**src/rtl/synth_pkg.sv**
```systemverilog
// Shared types for the synth control slice: waveform codes,
// the mode controller state and a waveform-advance helper.
package synth_pkg;

   typedef enum logic [1:0] {
      WAVE_SQUARE = 2'd0,
      WAVE_SAW    = 2'd1,
      WAVE_TRI    = 2'd2,
      WAVE_SINE   = 2'd3
   } wave_t;

   typedef enum logic [1:0] {
      ST_IDLE      = 2'd0,
      ST_WAIT_WRAP = 2'd1,
      ST_COMMIT    = 2'd2
   } ctrl_state_t;

   // Next waveform in the cycle; sine wraps back to square.
   function automatic wave_t wave_next(input wave_t w);
      return wave_t'(w + 2'd1);
   endfunction

endpackage

```
**src/rtl/wave_mode_ctrl_key_debounce.sv**
```systemverilog
// key_debounce: 2-flop synchronizer, counter debounce and rising-edge
// press detect. Ports: clk, rst (sync, high), key (raw), press (1-cycle).
module key_debounce
   import synth_pkg::*;
#(
   parameter int unsigned DB_CYCLES = 100000
) (
   input  logic clk,
   input  logic rst,
   input  logic key,
   output logic press
);

   localparam int unsigned DW =
      (DB_CYCLES > 1) ? $clog2(DB_CYCLES) : 1;
   localparam logic [DW-1:0] DB_LAST = DW'(DB_CYCLES - 1);

   logic          sync1_q;
   logic          sync2_q;
   logic          level_q;
   logic          level_d;
   logic [DW-1:0] cnt_q;
   logic [DW-1:0] cnt_d;
   logic          press_q;
   logic          press_d;

   // The count holds the number of consecutive samples that disagree
   // with the accepted level; any agreeing sample clears it.
   always_comb begin
      cnt_d   = '0;
      level_d = level_q;
      press_d = 1'b0;
      if (sync2_q != level_q) begin
         if (cnt_q == DB_LAST) begin
            level_d = sync2_q;
            press_d = sync2_q;
         end else begin
            cnt_d = cnt_q + DW'(1);
         end
      end
   end

   always_ff @(posedge clk) begin
      if (rst) begin
         sync1_q <= 1'b0;
         sync2_q <= 1'b0;
         level_q <= 1'b0;
         cnt_q   <= '0;
         press_q <= 1'b0;
      end else begin
         sync1_q <= key;
         sync2_q <= sync1_q;
         level_q <= level_d;
         cnt_q   <= cnt_d;
         press_q <= press_d;
      end
   end

   assign press = press_q;

endmodule

```
**src/rtl/wave_mode_ctrl.sv**
```systemverilog
// wave_mode_ctrl: steps the oscillator waveform on each key press,
// deferring the switch to a phase wrap so the change is click-free.
// Ports: clk, rst (sync, high), mode_key (raw button), phase_wrap
// (wrap pulse), osc_en (note on), wave_sel, wave_chg (pulse), busy.
module wave_mode_ctrl
   import synth_pkg::*;
#(
   parameter int unsigned DB_CYCLES      = 100000,
   parameter int unsigned TIMEOUT_CYCLES = 50000
) (
   input  logic  clk,
   input  logic  rst,
   input  logic  mode_key,
   input  logic  phase_wrap,
   input  logic  osc_en,
   output wave_t wave_sel,
   output logic  wave_chg,
   output logic  busy
);

   localparam int unsigned TW =
      (TIMEOUT_CYCLES > 1) ? $clog2(TIMEOUT_CYCLES) : 1;
   localparam logic [TW-1:0] TMO_LAST = TW'(TIMEOUT_CYCLES - 1);

   logic          press;

   ctrl_state_t   state_q;
   ctrl_state_t   state_d;
   wave_t         target_q;
   wave_t         target_d;
   wave_t         wave_q;
   wave_t         wave_d;
   logic [TW-1:0] tmo_q;
   logic [TW-1:0] tmo_d;
   logic          chg_q;
   logic          chg_d;
   logic          busy_q;
   logic          busy_d;

   key_debounce #(
      .DB_CYCLES (DB_CYCLES)
   ) u_db (
      .clk   (clk),
      .rst   (rst),
      .key   (mode_key),
      .press (press)
   );

   always_comb begin
      state_d  = state_q;
      target_d = target_q;
      wave_d   = wave_q;
      tmo_d    = tmo_q;
      chg_d    = 1'b0;
      unique case (state_q)
         ST_IDLE: begin
            // A wrap arriving with the press is ignored on purpose:
            // the switch waits for the next full wrap.
            if (press) begin
               target_d = wave_next(wave_q);
               tmo_d    = '0;
               state_d  = osc_en ? ST_WAIT_WRAP : ST_COMMIT;
            end
         end
         ST_WAIT_WRAP: begin
            // Extra presses advance the target but keep the timeout
            // running so a held-down stream cannot stall the commit.
            if (press) begin
               target_d = wave_next(target_q);
            end
            if (phase_wrap || !osc_en || (tmo_q == TMO_LAST)) begin
               state_d = ST_COMMIT;
            end else begin
               tmo_d = tmo_q + TW'(1);
            end
         end
         ST_COMMIT: begin
            wave_d = target_q;
            chg_d  = (target_q != wave_q);
            // A press landing here starts a fresh request from the
            // value being committed.
            if (press) begin
               target_d = wave_next(target_q);
               tmo_d    = '0;
               state_d  = osc_en ? ST_WAIT_WRAP : ST_COMMIT;
            end else begin
               state_d = ST_IDLE;
            end
         end
         default: begin
            state_d = ST_IDLE;
         end
      endcase
      busy_d = (state_d != ST_IDLE);
   end

   always_ff @(posedge clk) begin
      if (rst) begin
         state_q  <= ST_IDLE;
         target_q <= WAVE_SQUARE;
         wave_q   <= WAVE_SQUARE;
         tmo_q    <= '0;
         chg_q    <= 1'b0;
         busy_q   <= 1'b0;
      end else begin
         state_q  <= state_d;
         target_q <= target_d;
         wave_q   <= wave_d;
         tmo_q    <= tmo_d;
         chg_q    <= chg_d;
         busy_q   <= busy_d;
      end
   end

   assign wave_sel = wave_q;
   assign wave_chg = chg_q;
   assign busy     = busy_q;

endmodule

```
**config.mk**
```make
export PLATFORM = sky130hd
export DESIGN_NAME = wave_mode_ctrl
export DESIGN_NICKNAME = d
export VERILOG_FILES = /design/src/rtl/synth_pkg.sv /design/src/rtl/wave_mode_ctrl_key_debounce.sv /design/src/rtl/wave_mode_ctrl.sv
export SDC_FILE = /design/constraint.sdc
export NUM_CORES = 1
export LEC_CHECK = 0
export CAP_MARGIN = 20
export CORE_MARGIN = 2
export CORE_UTILIZATION = 45
export CTS_CLUSTER_SIZE = 25
export DETAILED_ROUTE_END_ITERATION = 8
export GPL_TIMING_DRIVEN = 1
export PLACE_DENSITY = 0.6
export SETUP_SLACK_MARGIN = 0.05
export SLEW_MARGIN = 20
export SYNTH_ARGS = -nofsm -noshare
export SYNTH_HDL_FRONTEND = slang
export SYNTH_SLANG_ARGS = --single-unit
```
**constraint.sdc**
```tcl
create_clock -name clk -period 3.9 [get_ports clk]
set_input_delay 0.78 -clock clk [delete_from_list [all_inputs] [get_ports clk]]
set_output_delay 0.78 -clock clk [all_outputs]
set_load 0.02 [all_outputs]
```
==> summary.md, run 1 <==
| Metric | Value |
|---|---|
| Status | finished clean |
| Multi-input logic area | 1320 µm² |
| Global-route wire length before repair | 7630 µm |
| Seq cells post-synth | 45 |
| Gp weighted congestion | 0.833 |
| Clock tree root buffer cell | clkbuf_8 |
| Min Tclk post-route | 2.41 ns |
| Synth Flop Type | dfxtp_1 |
| Synth unique cells | 52 |
| CP endpoint kind | flip-flop |
| Mean Syn Cell Area | 8.87 µm² |
| CP max-delay cell | clkdlybuf4s50_1 |
| Power Total | 0.773 mW |
| Final HPWL DP | 3050 µm |
| Peak VDD IR | 195 µV |
| Cell count after synthesis | 260 |
| CP Class | in -> reg |
| Drt wl/cell | 13.3 µm |
| Int Pwr | 0.606 mW |
| Reg area | 901 µm² |
| Vias per cell | 5.47 |
| Worst R2R End | tmo_q[6]$_SDFFE_PP0P_ |
| Fmax | 415 MHz |
| Number of DRC markers in iteration 0 | 74 |
| Sw frac | 0.216 |
| Critical path launch point type | input port |
| # H-tree levels | 2 |
| Die outline area | 5710 µm² |
| Post-synth ARST share | 0 |
| Reg clk slew, reported paths | 0.08 ns |
| Starting Density | 0.460 |
| Fin crit share | 0.618 |
| Lkg Pwr | 0.851 nW |
| Grt ovf | 0 |
| Worst EP required | 4.12 ns |
| Register area share after synthesis | 0.391 |
| Number of synthesized flops with an enable pin | 0 |
| Setup Buffers After CTS | 0 |
| Final Max Tran Viols | 0 |
| Routed via count | 1,832 |
| Setup-failing EPs final | 0 |
| Clock latency on the worst-skew pair | 0.29 ns |
| Final setup TNS | 0 ns |
| # port buffers | 8 |
| Hold Crit Start | u_db.sync1_q$_SDFF_PP0_ |
| Pin count of the biggest net entering global routing | 22 |
| P_sw | 0.167 mW |
| # diodes | 0 |
| P&R area growth vs syn | 8.68% |
| GR Util All Layers | 0.174 |
| Worst-case reg-to-reg path depth | 6 |
| Die H | 75.6 µm |
| Cells along the critical path | clkdlybuf4s50_1 -> nand2b_1 -> a21oi_2 -> o211ai_4 -> or4_1 -> a21oi_1 |
| Tightest Pin Transition | 0.803 ns |
| TritonCTS Sinks | 45 |
| Rel. slew slack | 0.463 |
| Standard-cell rows | 26 |
| Filler cells | 514 |
| DIE WIDTH | 75.6 µm |
| CTS tree | yes |
| Netlist Area Pre-Place | 2310 µm² |
| PostCTS Resize Cnt | 0 |
| Sequential share of power | 0.596 |
| Clk pwr share | 0.384 |
| Residual DRC | 0 |
| Share of cells above drive strength 1 | 0.0679 |
| FF-to-FF Start | state_q[0]$_SDFF_PP0_ |
| Core area | 5010 µm² |
| Gate power share | 0.019 |
| Nets@finish | 277 |
| Critical Path Max Stage Delay | 0.56 ns |
| CP max FO | 15 |
| Min-Delay Endpoint | u_db.sync2_q$_SDFF_PP0_ |
| Antenna Violating Nets Remaining | 0 |
| RSZ-0062 raised after global routing | no |
| Initial antenna violation count | 0 |
| Reg-to-reg slack, setup | 1.66 ns |
| Syn Nets | 272 |
| Yosys warning count | 0 |
| WHS Path Cells | 1 |
| Hold crit path type | reg -> reg |
| Vias in the first global route | 1,660 |
| CTS buffer count | 5 |
| WP data arrival | 2.63 ns |
| MaxCap Viol Count | 0 |
| I/O pins | 9 |
| Fin. Hold Viols | 0 |
| Pre-antenna DRT Iters | 4 |
| Fin Clk Skew | 0.00416 ns |
| Cts hold-fix bufs | 0 |
| Pwr Density | 308 nW/µm² |
| Maximum clock path buffer count | 2 |
| Routed WL | 4440 µm |
-- area by class of cell --
type,instances,area share
Tap cell,70,0.0349
Multi-Input combinational cell,198,0.527
Clock inverter,1,0.00300
Timing Repair Buffer,8,0.0320
Clock buffer,6,0.0330
Inverter,7,0.0105
Sequential cell,45,0.359
-- cell usage after synthesis (all sizes together), types with 7 or more instances --
master,number,area [µm²]
nand3,17,85.1
nand4,12,90.1
a21oi,13,68.8
o21ai,11,55.1
dfxtp,45,901
nand2,14,55.1
ha,7,87.6
nor3,8,45.0
xor2,11,96.3
xnor2,8,70.1
inv,7,26.3
nor2,37,141
-- sequential cells by signal (all words and copies together) (netlist names) --
register	count
u_db.cnt_q	17
tmo_q	16
state_q	2
target_q	2
wave_sel	2
busy	1
u_db.level_q	1
u_db.press	1
u_db.sync1_q	1
u_db.sync2_q	1
wave_chg	1
-- cell usage in the layout, fill, tap and decap left out, drive strengths merged, types with 2 or more instances in the layout --
cell           Yosys  layout
a31oi              4       4
a2111oi            2       2
xnor2              8       8
ha                 7       7
clkbuf             5       6
nand2b             3       3
nand4             12      12
inv                7       7
nand2             14      14
xor2              11      11
or3                4       4
and4               4       4
nor2b              4       4
a21o               2       2
nand3             17      17
and3               4       4
o211a              2       2
a21oi             13      13
and4bb             2       2
nor3               8       8
o32ai              2       2
dfxtp             45      45
o211ai             6       6
mux2i              5       5
clkdlybuf4s50      0       8
nor2              37      37
o21ai             11      11
a32o               2       2
-- power groups by stage --
stage / clock [mW] / combinational (mW) / sequential (mW)
global route: 0.326 / 0.0169 / 0.461
detailed placement: 0 / 0.0152 / 0.472
global placement: 0 / 0.0151 / 0.472
floorplan: 0 / 0.00890 / 0.472
CTS: 0.309 / 0.0153 / 0.461
finish: 0.297 / 0.0150 / 0.461
-- worst max-delay path, delay by kind of cell --
family,cells,cell delay [ns]
AO/OA/AOI/OAI,3,0.56
buffers and inverters,1,0.56
AND/OR/NAND/NOR,2,0.72
-- logic make-up after synthesis --
group                    Yosys count  share of synthesized area
AO/OA/AOI/OAI                     52                      0.166
AND/OR/NAND/NOR                  115                      0.275
adder cells (fa/ha/maj)            7                     0.0380
multiplexers                       5                     0.0217
XOR/XNOR                          19                     0.0722
buffers and inverters             17                     0.0364
flip-flops                        45                      0.391
-- per-layer routing --
metal  vias to the layer above  routed length (µm)  part of all wire  track usage
li1                        951                   -                 -            -
met2                        26                1930              0.43        0.258
met5                         -                   0                 0            0
met4                         0                  67             0.015       0.0604
met1                       851                2300              0.52        0.249
met3                         4                 143             0.032       0.0370
-- per-stage QoR --
step | setup WS, ns | area, µm² | utilization | hold WS (ns) | cells
floorplan | 1.95 | 2310 | - | 0.414 | 260
global placement | 1.21 | 2420 | 0.482 | 0.421 | 328
detailed placement | 1.17 | 2420 | 0.482 | 0.422 | 328
CTS | 1.50 | 2510 | 0.500 | 0.443 | 335
global route | 1.34 | 2510 | 0.500 | 0.477 | 335
finish | 1.49 | 2510 | 0.500 | 0.437 | 335
-- worst max-delay path by stage --
| stage | from | to | slack (ns) | cells past startpoint |
|---|---|---|---|---|
| after floorplan | phase_wrap | tmo_q[6]$_SDFFE_PP0P_ | 1.95 | 5 |
| after global placement | osc_en | tmo_q[6]$_SDFFE_PP0P_ | 1.21 | 6 |
| after detailed placement | rst | u_db.cnt_q[8]$_SDFF_PP0_ | 1.17 | 3 |
| after CTS | rst | u_db.cnt_q[8]$_SDFF_PP0_ | 1.50 | 3 |
| after global routing | rst | tmo_q[13]$_SDFFE_PP0P_ | 1.34 | 4 |
| final | osc_en | tmo_q[6]$_SDFFE_PP0P_ | 1.49 | 6 |
Note: power is estimated with default switching activity, not from simulation.
==> inputs of run 2 (changes only) <==
==> constraint.sdc (replaced) <==
create_clock -name clk -period 2.3 [get_ports clk]
set_input_delay 0.46 -clock clk [delete_from_list [all_inputs] [get_ports clk]]
set_output_delay 0.46 -clock clk [all_outputs]
set_load 0.02 [all_outputs]
==> run 2 against run 1 <==
Utilization up 1.2 points. Flip-flop and latch count unchanged. First-iteration DRC count down 36%. Design area up 2.4%. Die area unchanged. Largest cell class unchanged. Largest power group unchanged.
==> summary.md, run 2 (synthesized netlist as in run 1, its figures left out) <==
| Metric | Value |
|---|---|
| Status | finished clean |
| Largest regs | u_db.cnt_q: 17 flops, tmo_q: 16 flops |
| Filler cells | 520 (+1.2%) |
| P&R area growth vs syn | 11.3% |
| Pre-antenna DRT Iters | 4 (unchanged) |
| Setup Buffers After CTS | 0 (unchanged) |
| Critical Path Max Stage Delay | 0.48 ns (-0.08 ns) |
| Vias in the first global route | 1,681 (+1.3%) |
| Reg area | 901 µm² (unchanged) |
| Standard-cell rows | 26 (unchanged) |
| Fin crit share | 0.898 |
| Final setup TNS | 0 ns (unchanged) |
| Final setup margin | 0.235 ns (-1.26 ns) |
| Antenna Violating Nets Remaining | 0 (unchanged) |
| Routed WL | 4280 µm (-3.6%) |
| Gp weighted congestion | 0.834 (+0.11%) |
| Clock tree root buffer cell | clkbuf_8 |
| CP Class | reg -> reg |
| Clock latency on the worst-skew pair | 0.29 ns (about the same) |
| CP max-delay cell | or4_1 |
| DIE WIDTH | 75.6 µm (unchanged) |
| I/O pins | 9 (unchanged) |
| Die outline area | 5710 µm² (unchanged) |
| Multi-input logic area | 1320 µm² (unchanged) |
| Most frequent cells in the layout | 45 x dfxtp_1, 36 x nor2_1, 17 x nand3_1 |
| Grt ovf | 0 (unchanged) |
| Routed via count | 1,821 (-0.60%) |
| Fmax | 484 MHz |
| # H-tree levels | 2 (unchanged) |
| WP data arrival | 2.29 ns (-0.34 ns) |
| Min Tclk post-route | 2.07 ns |
| Critical path launch point type | flip-flop |
| Largest register FFs | 17 (unchanged) |
| Residual DRC | 0 (unchanged) |
| Drt wl/cell | 12.5 µm (-5.8%) |
| Pwr Density | 508 nW/µm² (+65%) |
| Die H | 75.6 µm (unchanged) |
| Worst Path Buf+Inv | 1 (unchanged) |
| Cell family with most CP delay | simple AND/OR/NAND/NOR gates |
| Reg clk slew, reported paths | 0.08 ns (about the same) |
| Final HPWL DP | 3150 µm (+3.3%) |
| Lkg Pwr | 0.890 nW (+4.6%) |
| Share of cells above drive strength 1 | 0.0952 (+0.0273) |
| RSZ-0062 raised after global routing | no |
| Setup-failing EPs final | 0 (unchanged) |
| # port buffers | 8 (unchanged) |
| Pin count of the biggest net entering global routing | 18 (-18%) |
| Final Max Tran Viols | 0 (unchanged) |
| Cts hold-fix bufs | 0 (unchanged) |
| Fin Clk Skew | 0.00357 ns (-0.000590 ns) |
| TritonCTS Sinks | 45 (unchanged) |
| Fin. Hold Viols | 0 (unchanged) |
| Vias per cell | 5.31 (-2.9%) |
| Biggest register | u_db.cnt_q |
| Rel. slew slack | 0.664 (+0.200) |
| Starting Density | 0.460 (unchanged) |
| PostCTS Resize Cnt | 0 (unchanged) |
| Dpl ws | 0.151 ns (-1.02 ns) |
| Global-route wire length before repair | 7530 µm (-1.4%) |
| Nets@finish | 285 (+2.9%) |
| Tightest Pin Transition | 0.501 ns (-0.302 ns) |
| Initial antenna violation count | 0 (unchanged) |
| Cells along the critical path | inv_1 -> ha_1 -> and4_1 -> nand4_4 -> o211ai_4 -> or4_1 -> a21oi_1 |
| Maximum clock path buffer count | 2 (unchanged) |
| Core area | 5010 µm² (unchanged) |
| # diodes | 0 (unchanged) |
| Number of DRC markers in iteration 0 | 47 (-36%) |
| Worst EP required | 2.52 ns (-1.60 ns) |
| Most common library cell in the layout ignoring fill and taps | dfxtp_1 |
| CTS tree | yes |
| Power Total | 1.30 mW (+69%) |
| CP max FO | 7 (-8) |
| CTS buffer count | 5 (unchanged) |
| MaxCap Viol Count | 0 (unchanged) |
| Hold crit path type | reg -> reg |
| CP endpoint kind | flip-flop |
| GR Util All Layers | 0.170 (-0.00402) |
| Peak VDD IR | 353 µV (+81%) |
run 2: cell count changes in the layout (fill, tap and decap cells not counted), sizes merged:
cell  change
buf       +8
run 2: through the flow:
| step | area [µm²] | hold WS, ns | instances | util |
|---|---|---|---|---|
| 2_1_floorplan | 2310 | 0.414 | 260 | - |
| 3_3_place_gp | 2480 | 0.419 | 336 | 0.494 |
| 3_5_place_dp | 2480 | 0.428 | 336 | 0.494 |
| 4_1_cts | 2570 | 0.447 | 343 | 0.512 |
| 5_1_grt | 2570 | 0.453 | 343 | 0.512 |
| 6_report | 2570 | 0.444 | 343 | 0.512 |
run 2: worst paths after layout:
kind                                         startpoint  slack (ns)  depth (start not counted)                      end
worst min register to register  u_db.sync1_q$_SDFF_PP0_        0.44                          1  u_db.sync2_q$_SDFF_PP0_
worst max-delay path              state_q[1]$_SDFF_PP0_        0.23                          7    tmo_q[6]$_SDFFE_PP0P_
worst max register to register    state_q[1]$_SDFF_PP0_        0.23                          7    tmo_q[6]$_SDFFE_PP0P_
worst min-delay path            u_db.sync1_q$_SDFF_PP0_        0.44                          1  u_db.sync2_q$_SDFF_PP0_
run 2: metal layers:
metal | wire, µm | vias to the layer above | global-route usage
li1 | - | 971 | -
met1 | 2290 | 829 | 0.232
met2 | 1840 | 16 | 0.269
met3 | 92 | 5 | 0.0331
met4 | 60 | 0 | 0.0585
met5 | 0 | - | 0
run 2: power breakdown:
part           total [mW]  switching [mW]  internal [mW]
Sequential          0.781         0.00118          0.780
Combinational      0.0301          0.0171         0.0130
Clock               0.491           0.254          0.238
Total                1.30           0.272           1.03
run 2: area by class of cell:
class                   count  share of cell area
clock buffers               6              0.0322
multi-input cells         198               0.515
flip-flops and latches     45               0.351
well taps                  70              0.0341
inverters                   7              0.0102
repair buffers             16              0.0546
clock inverters             1             0.00293
==> inputs of run 3 (changes only) <==
--- a/config.mk
+++ b/config.mk
@@ -6,12 +6,14 @@
 export NUM_CORES = 1
 export LEC_CHECK = 0
 export CAP_MARGIN = 20
-export CORE_MARGIN = 2
-export CORE_UTILIZATION = 45
+export CELL_PAD_IN_SITES_DETAIL_PLACEMENT = 2
+export CELL_PAD_IN_SITES_GLOBAL_PLACEMENT = 2
+export CORE_UTILIZATION = 39
 export CTS_CLUSTER_SIZE = 25
 export DETAILED_ROUTE_END_ITERATION = 8
+export DONT_BUFFER_PORTS = 1
 export GPL_TIMING_DRIVEN = 1
-export PLACE_DENSITY = 0.6
+export PLACE_DENSITY = 0.76
 export SETUP_SLACK_MARGIN = 0.05
 export SLEW_MARGIN = 20
 export SYNTH_ARGS = -nofsm -noshare
==> run 3 against run 2 <==
Critical path depth is 1 lower. Cell count is 2.0% lower. Global-route usage is 4.2 points higher. Clock power is 27% higher. Critical endpoint is now tmo_q[13]$_SDFFE_PP0P_. Non-clock buffer count is 10 lower. Largest power group unchanged. Register-to-register slack hardly changed. Total power is 8.9% higher.
==> summary.md, run 3 (synthesized netlist as in run 1, its figures left out) <==
| Metric | Value |
|---|---|
| Clock latency on the worst-skew pair | 0.31 ns (+0.02 ns) |
| Pin count of the biggest net entering global routing | 22 (+4) |
| Critical Path Max Stage Delay | 0.39 ns (-0.09 ns) |
| Worst EP required | 2.52 ns (about the same) |
| Core area | 5610 µm² (+12%) |
| Starting Density | 0.411 (-0.0491) |
| Setup-failing EPs final | 0 (unchanged) |
| WP data arrival | 2.28 ns (about the same) |
| Largest regs | u_db.cnt_q: 17 flops, tmo_q: 16 flops |
| Tightest Pin Transition | 0.618 ns (+0.117 ns) |
| Die outline area | 6220 µm² (+9.0%) |
| Initial antenna violation count | 0 (unchanged) |
| Met2 Usage GRT | 0.356 (+0.0871) |
| Vias per cell | 5.78 (+8.9%) |
| I/O pins | 9 (unchanged) |
| RSZ-0062 raised after global routing | no |
| CTS buffer count | 5 (unchanged) |
| Number of DRC markers in iteration 0 | 65 (+38%) |
| Hold slack | 0.208 ns (-0.236 ns) |
| Pwr Density | 566 nW/µm² (+12%) |
| Antenna Violating Nets Remaining | 0 (unchanged) |
| CP max-delay cell | a2111oi_4 |
| CTS tree | yes |
| Filler cells | 679 (+31%) |
| Routed via count | 1,942 (+6.6%) |
| Reg-to-reg slack, setup | 0.24 ns (about the same) |
| Standard-cell rows | 27 (+3.8%) |
| Fin crit share | 0.897 (-0.00106) |
| Share of cells above drive strength 1 | 0.102 (+0.00703) |
| Vias in the first global route | 2,049 (+22%) |
| Status | finished clean |
| CP endpoint kind | flip-flop |
| Maximum clock path buffer count | 2 (unchanged) |
| Hold crit path type | in -> reg |
| Grt ovf | 0 (unchanged) |
| MaxCap Viol Count | 0 (unchanged) |
| Routed WL | 5860 µm (+37%) |
| Residual DRC | 0 (unchanged) |
| Fin Clk Skew | 0.00281 ns (-0.000766 ns) |
| Most frequent cells in the layout | 44 x dfxtp_1, 36 x nor2_1, 17 x nand3_1 |
| Met3 usage | 0.0414 (+0.00831) |
| Lkg Pwr | 0.863 nW (-3.0%) |
| Cells along the critical path | inv_1 -> ha_1 -> or2_4 -> a2111oi_4 -> nand2_2 -> o32ai_1 |
| Reg area | 902 µm² (+0.14%) |
| Multi-input logic area | 1330 µm² (+0.38%) |
| Biggest register | u_db.cnt_q |
| CP Class | reg -> reg |
| TritonCTS Sinks | 45 (unchanged) |
| Drt wl/cell | 17.4 µm (+40%) |
| Final Max Tran Viols | 0 (unchanged) |
| Fin. Hold Viols | 0 (unchanged) |
| Fmax | 485 MHz (+0.12%) |
| CP max FO | 13 (+6) |
| Most Crowded Layer GR | met2 |
| # diodes | 0 (unchanged) |
| # port buffers | 0 (-8) |
| Largest register FFs | 17 (unchanged) |
| Global-route wire length before repair | 10,200 µm (+35%) |
| Most common library cell in the layout ignoring fill and taps | dfxtp_1 |
| Nets@finish | 275 (-3.5%) |
| # H-tree levels | 2 (unchanged) |
| Met1 Track Usage GR | 0.271 (+0.0396) |
| Final HPWL DP | 4270 µm (+35%) |
| Die H | 78.9 µm (+4.4%) |
| Gp weighted congestion | 0.741 (-11%) |
| Critical path launch point type | flip-flop |
| Clock tree root buffer cell | clkbuf_8 |
| Pre-antenna DRT Iters | 4 (unchanged) |
| Final setup TNS | 0 ns (unchanged) |
| Peak VDD IR | 306 µV (-13%) |
| GR Util All Layers | 0.212 (+0.0422) |
| Rel. slew slack | 0.585 (-0.0788) |
| Reg clk slew, reported paths | 0.09 ns (about the same) |
| DIE WIDTH | 78.9 µm (+4.4%) |
| P&R area growth vs syn | 8.63% |
| Min Tclk post-route | 2.06 ns (-0.00244 ns) |
## run 3: power by group
group,leakage (nW),switching [mW],total [mW],internal [mW]
Clock,0.0543,0.296,0.622,0.325
Sequential,0.363,0.00147,0.782,0.780
Combinational,0.446,0.0101,0.0147,0.00458
Total,0.863,0.308,1.42,1.11
## run 3: final cells by class
cell class	count	area share
Clock buffer	5	0.0275
Clock inverter	3	0.0185
Inverter	7	0.0105
Multi-Input combinational cell	198	0.529
Sequential cell	45	0.360
Tap cell	72	0.0360
Timing Repair Buffer	6	0.0180
## run 3: repair_timing
action                                 4_1_cts  5_1_grt
endpoints found under the hold margin        0        0
setup endpoints to repair                    0        6
setup buffers                                0        0
gates resized for setup                      0        2
hold buffers                                 0        0
## run 3: stage by stage
stage	setup WS [ns]	area, µm²	cells	util	power [mW]
detailed placement	0.152	2380	328	0.425	0.815
global route	0.0600	2500	336	0.447	1.47
CTS	0.0609	2500	336	0.446	1.43
floorplan	0.368	2310	260	-	0.815
finish	0.237	2500	336	0.447	1.42
global placement	0.261	2380	328	0.425	0.814
## run 3: worst paths after layout
check                                               end               startpoint  cells after the start
worst max-delay path             tmo_q[13]$_SDFFE_PP0P_    state_q[0]$_SDFF_PP0_                      6
worst min-delay path            u_db.sync1_q$_SDFF_PP0_                      rst                      1
worst max register to register   tmo_q[13]$_SDFFE_PP0P_    state_q[0]$_SDFF_PP0_                      6
worst min register to register  u_db.sync2_q$_SDFF_PP0_  u_db.sync1_q$_SDFF_PP0_                      1
## run 3: worst max-delay path, delay by kind of cell (launching register included)
family                     cells  cell delay, ns
AOI/OAI and AO/OA              2            0.68
adders and majority gates      1            0.29
buffers and inverters          1            0.08
DFF                            1            0.38
and+or+nand+nor                2            0.54
## run 3: per-layer routing
layer | routed length [µm] | up-vias
met2 | 2800 | 18
met4 | 80 | 0
met5 | 0 | -
met1 | 2860 | 963
met3 | 122 | 8
li1 | - | 953
